[config.mk]
export PLATFORM = sky130hd
export DESIGN_NAME = pdec_llr_unit_pipe
export DESIGN_NICKNAME = d
export VERILOG_FILES = /design/src/rtl/pdec_llr_unit_pipe.sv
export SDC_FILE = /design/constraint.sdc
export NUM_CORES = 1
export LEC_CHECK = 0
export ABC_AREA = 1
export CAP_MARGIN = 20
export CORE_ASPECT_RATIO = 0.9
export CORE_MARGIN = 1
export CORE_UTILIZATION = 35
export CTS_CLUSTER_DIAMETER = 120
export DETAILED_ROUTE_END_ITERATION = 8
export GPL_TIMING_DRIVEN = 1
export PLACE_DENSITY_LB_ADDON = 0.12
export SYNTH_ARGS = -nofsm -noshare
export SYNTH_HDL_FRONTEND = slang
export SYNTH_SLANG_ARGS = --single-unit
[constraint.sdc]
create_clock -name clk -period 10.21 [get_ports clk]
set_clock_uncertainty 0.05 [all_clocks]
set_input_delay 1.021 -clock clk [delete_from_list [all_inputs] [get_ports clk]]
set_output_delay 1.021 -clock clk [all_outputs]
set_load 0.03 [all_outputs]
[src/rtl/pdec_llr_unit_pipe.sv]
// pdec_llr_unit_pipe: pipelined F/G LLR engine for the polar SC/SCL decoder.
// Two registered stages (S1 operands, S2 result) with valid/ready backpressure,
// stage-dependent lane masking and a sticky saturation counter for G lanes.
// Ports:
//   clk, rst_n                 clock, asynchronous active-low reset
//   in_vld/in_rdy              input beat handshake
//   cur_fg, stage              F(1)/G(0) select and decode stage, sampled with the beat
//   llr_in_data                2*NUM_PE LLRs; lane i pairs llr[i] with llr[i+NUM_PE]
//   us_in_data                 partial sums, bit i for lane i (G only)
//   out_vld/out_rdy            output beat handshake
//   llr_out_data               NUM_PE result LLRs
//   sat_clr, sat_cnt           clear and value of the G-lane saturation counter
// Optional build macro PDEC_LLR_OFFSET_MINSUM_EN: F uses offset min-sum max(m-1,0).
module pdec_llr_unit_pipe #(
    parameter int WID_INN = 10,
    parameter int NUM_PE  = 4,
    parameter int STG_W   = 4,
    parameter int CNT_W   = 16
) (
    input  logic                           clk,
    input  logic                           rst_n,
    input  logic                           in_vld,
    output logic                           in_rdy,
    input  logic                           cur_fg,
    input  logic [STG_W-1:0]               stage,
    input  logic [WID_INN*2*NUM_PE-1:0]    llr_in_data,
    input  logic [NUM_PE-1:0]              us_in_data,
    output logic                           out_vld,
    input  logic                           out_rdy,
    output logic [WID_INN*NUM_PE-1:0]      llr_out_data,
    input  logic                           sat_clr,
    output logic [CNT_W-1:0]               sat_cnt
);
    localparam int W   = WID_INN;
    localparam int P   = NUM_PE;
    localparam int PCW = $clog2(NUM_PE + 1);
    localparam logic signed [W-1:0] MAXW = W'((1 << (W - 1)) - 1);
    localparam logic signed [W-1:0] MINW = {1'b1, {(W - 1){1'b0}}};
    localparam logic signed [W:0]   MAXP = {2'b00, {(W - 1){1'b1}}};
    localparam logic signed [W:0]   MINN = {2'b11, {(W - 2){1'b0}}, 1'b1};

    logic                  w_s2_adv, w_s1_adv;
    logic                  r_s1_vld, r_s1_fg, r_s2_vld;
    logic [P-1:0]          w_neg, w_msk, w_sat, r_s1_neg, r_s1_msk;
    logic signed [W:0]     w_x [P];
    logic signed [W:0]     w_y [P];
    logic signed [W:0]     r_s1_x [P];
    logic signed [W:0]     r_s1_y [P];
    logic [W*P-1:0]        w_res, r_s2_data;
    logic [PCW-1:0]        w_pc, r_s2_pc;
    logic [CNT_W:0]        w_sum;
    logic [CNT_W-1:0]      r_sat;

    assign w_s2_adv     = ~r_s2_vld | out_rdy;
    assign w_s1_adv     = ~r_s1_vld | w_s2_adv;
    assign in_rdy       = w_s1_adv;
    assign out_vld      = r_s2_vld;
    assign llr_out_data = r_s2_data;
    assign sat_cnt      = r_sat;

    // S1 operands: F stores saturated magnitudes, G stores the us-muxed a and b in W+1 bits
    for (genvar i = 0; i < P; i++) begin : g_s1
        // lane i is active when i < 2^stage, i.e. stage >= clog2(i+1)
        localparam logic [STG_W:0] LG = (STG_W + 1)'($clog2(i + 1));
        logic signed [W-1:0] w_a, w_b, w_fa, w_fb;
        logic signed [W:0]   w_ae;
        assign w_a      = llr_in_data[i*W +: W];
        assign w_b      = llr_in_data[(i+P)*W +: W];
        assign w_fa     = (w_a == MINW) ? MAXW : (w_a[W-1] ? -w_a : w_a);
        assign w_fb     = (w_b == MINW) ? MAXW : (w_b[W-1] ? -w_b : w_b);
        assign w_ae     = {w_a[W-1], w_a};
        assign w_x[i]   = cur_fg ? {1'b0, w_fa} : (us_in_data[i] ? -w_ae : w_ae);
        assign w_y[i]   = cur_fg ? {1'b0, w_fb} : {w_b[W-1], w_b};
        assign w_neg[i] = w_a[W-1] ^ w_b[W-1];
        assign w_msk[i] = {1'b0, stage} >= LG;
    end

    // S2 result: min-sum for F, clipped sum for G, zero on masked lanes
    for (genvar i = 0; i < P; i++) begin : g_s2
        logic [W-1:0]      w_m, w_mo, w_f, w_g, w_r;
        logic signed [W:0] w_s;
        logic              w_hi, w_lo;
        // on equal magnitudes |b| is chosen; both are the same value
        assign w_m  = (r_s1_x[i] < r_s1_y[i]) ? r_s1_x[i][W-1:0] : r_s1_y[i][W-1:0];
`ifdef PDEC_LLR_OFFSET_MINSUM_EN
        assign w_mo = w_m - W'(w_m != '0);
`else
        assign w_mo = w_m;
`endif
        assign w_f  = r_s1_neg[i] ? -w_mo : w_mo;
        // -a in [-(2^(W-1)-1), 2^(W-1)] plus b cannot overflow W+1 bits
        assign w_s  = r_s1_x[i] + r_s1_y[i];
        assign w_hi = w_s > MAXP;
        assign w_lo = w_s < MINN;
        assign w_g  = w_hi ? MAXW : (w_lo ? -MAXW : w_s[W-1:0]);
        assign w_r  = !r_s1_msk[i] ? '0 : (r_s1_fg ? w_f : w_g);
        assign w_res[i*W +: W] = w_r;
        assign w_sat[i] = r_s1_msk[i] & ~r_s1_fg & (w_hi | w_lo);
    end

    always_comb begin
        w_pc = '0;
        for (int k = 0; k < P; k++) w_pc = w_pc + PCW'(w_sat[k]);
    end

    always_ff @(posedge clk or negedge rst_n) begin
        if (!rst_n) begin
            r_s1_vld <= 1'b0;
            r_s1_fg  <= 1'b0;
            r_s1_neg <= '0;
            r_s1_msk <= '0;
            for (int k = 0; k < P; k++) begin
                r_s1_x[k] <= '0;
                r_s1_y[k] <= '0;
            end
        end else if (w_s1_adv) begin
            r_s1_vld <= in_vld;
            if (in_vld) begin
                r_s1_fg  <= cur_fg;
                r_s1_neg <= w_neg;
                r_s1_msk <= w_msk;
                for (int k = 0; k < P; k++) begin
                    r_s1_x[k] <= w_x[k];
                    r_s1_y[k] <= w_y[k];
                end
            end
        end
    end

    always_ff @(posedge clk or negedge rst_n) begin
        if (!rst_n) begin
            r_s2_vld  <= 1'b0;
            r_s2_data <= '0;
            r_s2_pc   <= '0;
        end else if (w_s2_adv) begin
            r_s2_vld <= r_s1_vld;
            if (r_s1_vld) begin
                r_s2_data <= w_res;
                r_s2_pc   <= w_pc;
            end
        end
    end

    // saturation count is credited when the beat leaves S2; it sticks at all-ones
    assign w_sum = {1'b0, r_sat} + (CNT_W + 1)'(r_s2_pc);

    always_ff @(posedge clk or negedge rst_n) begin
        if (!rst_n) r_sat <= '0;
        else if (sat_clr) r_sat <= '0;
        else if (r_s2_vld & out_rdy) r_sat <= w_sum[CNT_W] ? '1 : w_sum[CNT_W-1:0];
    end
endmodule
==> impl_metrics.csv <==
group,metric,value,unit
worst_setup_path,worstPathRequired,10.47,ns
global_routing,grt_max_degree,97,
power,switchingPower,0.00167,W
final_layout,ff_latch_area,3930,sq um
cts,postCtsResizedCells,0,
worst_setup_path,endpoint_kind,"flip-flop",
routing,dr.first_iter.drc_count,803,
synth,synth_cells,2072,
cts,cts_tree,"yes",
worst_setup_path,arrival,3.99,ns
global_routing,grt_pass1_vias,13100,
power,combinationalPowerShare,55.9,%
worst_hold_path,min_to,"llr_out_data[30]$_DFFE_PN0P_",
sta,drv_slew,0,
worst_setup_path,crit_fanout,10,
synth,synth_flop_cell,"dfrtp_1",
worst_setup_path,worst-setup-path-type,"reg -> reg",
sta,tightest_slew,0.986,ns
power,switching_share,48.1,%
final_layout,layout-drive-gt1-share,4.74,%
cts,cts_made_buffers,17,
sta,setup_tns,0,ns
power,powerDensity,209,nW/um^2
sta,rsz0062_at_grt,"no",
final_layout,syn_to_final_growth,18.7,%
worst_hold_path,holdCritStartpoint,"llr_out_data[30]$_DFFE_PN0P_",
die,rows,68,
sta,fmax,269,MHz
power,intPower,0.00180,W
global_routing,grt_overflow_total,0,
placed_design,dp_hpwl,33200,um
synth,synth.avg_cell_area,6.73,sq um
synth,synth_edf_count,0,
die,die_y,191,um
worst_setup_path,reg2reg_slack,6.49,ns
final_layout,multiInputGateArea,8680,sq um
worst_setup_path,startpoint_type,"flip-flop",
worst_hold_path,min_path_cells,2,
placed_design,place_area,16000,sq um
synth,ys_ff_latch,157,
flow_run,timing.max_cap.violations,0,
die,start_util,35.9,%
sta,min_period,3.72,ns
global_routing,grt_antenna_before_repair,2,
placed_design,globalplace.congestion,0.895,
worst_hold_path,min_path_type,"reg -> reg",
die,num_io_pins,152,
final_layout,nFillCells,4113,
synth,syn_nets,2277,
die,core-area,38800,sq um
sta,maxSlewHeadroom,33.9,%
routing,drc,0,
power,p_clk_share,18.2,%
cts,hold_buffers,0,
die,die_x,212,um
cts,root_buffer,"clkbuf_16",
cts,cts.path.max_buffers,2,
routing,num_vias,13900,
final_layout,nets,2406,
sta,fin_crit_sh,36.5,%
global_routing,grt_first_pass_wirelength,69400,um
synth,yosysSeqAreaShare,28.2,%
routing,first_pass_iters,7,
power,pwr-share-seq,25.9,%
cts,clkSinkCount,157,
die,dieArea,40600,sq um
synth,async_flop_share,100,%
synth,synth_area,13900,sq um
routing,antenna_left,0,
global_routing,track_usage,21.5,%
worst_setup_path,worstReg2RegEnd,"r_s2_pc[1]$_DFFE_PN0P_",
power,peakVddDrop,0.121,mV
cts,htree_num_levels,4,
power,p_leak,8.26,nW
routing,avgRoutedWirePerCell,15.5,um
routing,wl,42600,um
cts,cts.clk_slew.worst_paths,0.07,ns
worst_setup_path,r2r-start,"r_s1_x[22]$_DFFE_PN0P_",
synth,synth.distinct_cells,49,
final_layout,fin_area,16500,sq um
cts,cts_setup_buffers,0,
run_status,status,"finished, final reports clean",
sta,finalHoldViolations,0,
worst_setup_path,r2r_cells,18,
placed_design,port_buffers,151,
cts,clk_latency,0.45,ns
synth,yosysWarnings,0,
routing,routed_via_density,5.06,
sta,finalSetupViolCount,0,
-- worst max-delay path by stage --
stage                                         to                    from  slack, ns  cells past startpoint
after CTS                 r_s2_pc[1]$_DFFE_PN0P_  r_s1_x[22]$_DFFE_PN0P_       6.44                     18
final                     r_s2_pc[1]$_DFFE_PN0P_  r_s1_x[22]$_DFFE_PN0P_       6.49                     18
after floorplan           r_s2_pc[2]$_DFFE_PN0P_  r_s1_x[33]$_DFFE_PN0P_       6.94                     16
after global routing      r_s2_pc[1]$_DFFE_PN0P_  r_s1_x[33]$_DFFE_PN0P_       6.18                     17
after detailed placement  r_s1_x[29]$_DFFE_PN0P_                 out_rdy       6.11                      9
after global placement    r_s1_x[40]$_DFFE_PN0P_                 out_rdy       6.19                      9
-- sequential cells by signal, summed over array words and instances (netlist names) --
register      count
llr_out_data     40
out_vld           1
r_s1_fg           1
r_s1_msk          3
r_s1_neg          4
r_s1_vld          1
r_s1_x           44
r_s1_y           44
r_s2_pc           3
sat_cnt          16
-- metal layers --
layer / global-route usage (%) / up-vias / part of all wire (%)
li1: - / 7074 / -
met1: 30.1 / 6462 / 49
met2: 34.9 / 303 / 46
met3: 3.17 / 31 / 4.1
met4: 4.73 / 2 / 1.2
met5: 0 / - / 0.040
-- cell usage in the layout (no fill, tap or decap), drive strengths merged, types with 7 or more instances in the layout --
master / count
a21oi: 109
nand2: 549
dfrtp: 157
ha: 105
o22ai: 11
or2: 9
nand3b: 15
clkbuf: 19
a22oi: 16
nor4: 7
buf: 9
o21bai: 8
xor2: 64
nand4: 26
inv: 306
nand3: 176
nor3b: 7
clkinv: 8
xnor2: 18
clkdlybuf4s50: 150
nor2: 161
a31oi: 16
nor3: 37
o221ai: 19
o21ai: 159
a211oi: 13
-- cell usage after synthesis, types with 4 or more instances --
master	instances	area [sq um]
xor2_1	63	552
clkbuf_1	37	139
a32oi_1	6	52.6
nand3_1	173	866
nor4_1	7	43.8
fa_1	6	120
nor3_1	37	185
buf_1	5	18.8
inv_1	300	1130
nand3b_1	15	113
o21ai_0	152	761
ha_1	105	1310
o221ai_1	19	166
o211ai_1	6	45.0
dfrtp_1	157	3930
a22oi_1	16	120
o22ai_1	11	68.8
or2_2	9	56.3
nand2_2	28	175
o31ai_1	5	37.5
xnor2_1	18	158
a31oi_1	16	100
o21bai_1	5	37.5
nand4_1	26	163
nand2_1	519	1950
a21oi_1	105	526
buf_2	6	30.0
o21ai_1	5	25.0
a21oi_2	4	35.0
nor2_1	157	589
mux2i_1	4	40.0
nor3b_1	7	52.6
a211oi_1	13	97.6
inv_2	4	15.0
-- area by class of cell --
| type | instances | area share [%] |
|---|---|---|
| Multi-Input combinational cell | 1561 | 52.5 |
| Sequential cell | 157 | 23.7 |
| Timing Repair Buffer | 159 | 9.50 |
| Inverter | 305 | 6.92 |
| Tap cell | 525 | 3.97 |
| Clock buffer | 19 | 2.68 |
| Clock inverter | 13 | 0.703 |
| Antenna cell | 1 | 0.0151 |
-- critical path: stages, from the launching register on --
cell and delay (ns):
dfrtp_1 0.41, ha_1 0.25, fa_1 0.43, nand3_1 0.11, nand2_1 0.09, nand4_1 0.12
nand2_1 0.09, a21oi_1 0.17, xor2_1 0.10, inv_1 0.09, nand2_2 0.13, nand2_1 0.12
nand3_1 0.18, fa_1 0.59, inv_1 0.04, ha_1 0.19, ha_1 0.27, nor2_1 0.11
a21oi_1 0.05
-- per-stage QoR --
step | hold slack [ns] | total power, W | util (%) | std cells | setup WS (ns)
final | 0.427 | 0.00346 | 42.7 | 2740 | 6.49
after CTS | 0.434 | 0.00348 | 42.6 | 2739 | 6.44
after global placement | 0.413 | 0.00281 | 41.2 | 2707 | 6.19
after global routing | 0.447 | 0.00377 | 42.7 | 2740 | 6.18
after floorplan | 0.399 | 0.00222 | - | 2072 | 6.94
after detailed placement | 0.417 | 0.00284 | 41.2 | 2707 | 6.11
-- cells by family after synthesis --
group                      synth area share [%]
AOI/OAI and AO/OA                          15.6
xor gates and xnor gates                   5.20
adders and majority gates                  10.3
buffers and inverters                      9.59
DFF                                        28.2
muxes                                     0.449
and+or+nand+nor                            30.7
-- power groups by stage --
stage,clock network (W),registers (W),logic (W)
2_1_floorplan,0,0.00103,0.00119
3_3_place_gp,0,0.000909,0.00191
3_5_place_dp,0,0.000912,0.00193
4_1_cts,0.000647,0.000901,0.00194
5_1_grt,0.000674,0.000920,0.00218
6_report,0.000630,0.000898,0.00193
Power figures use the tool's default switching activity.
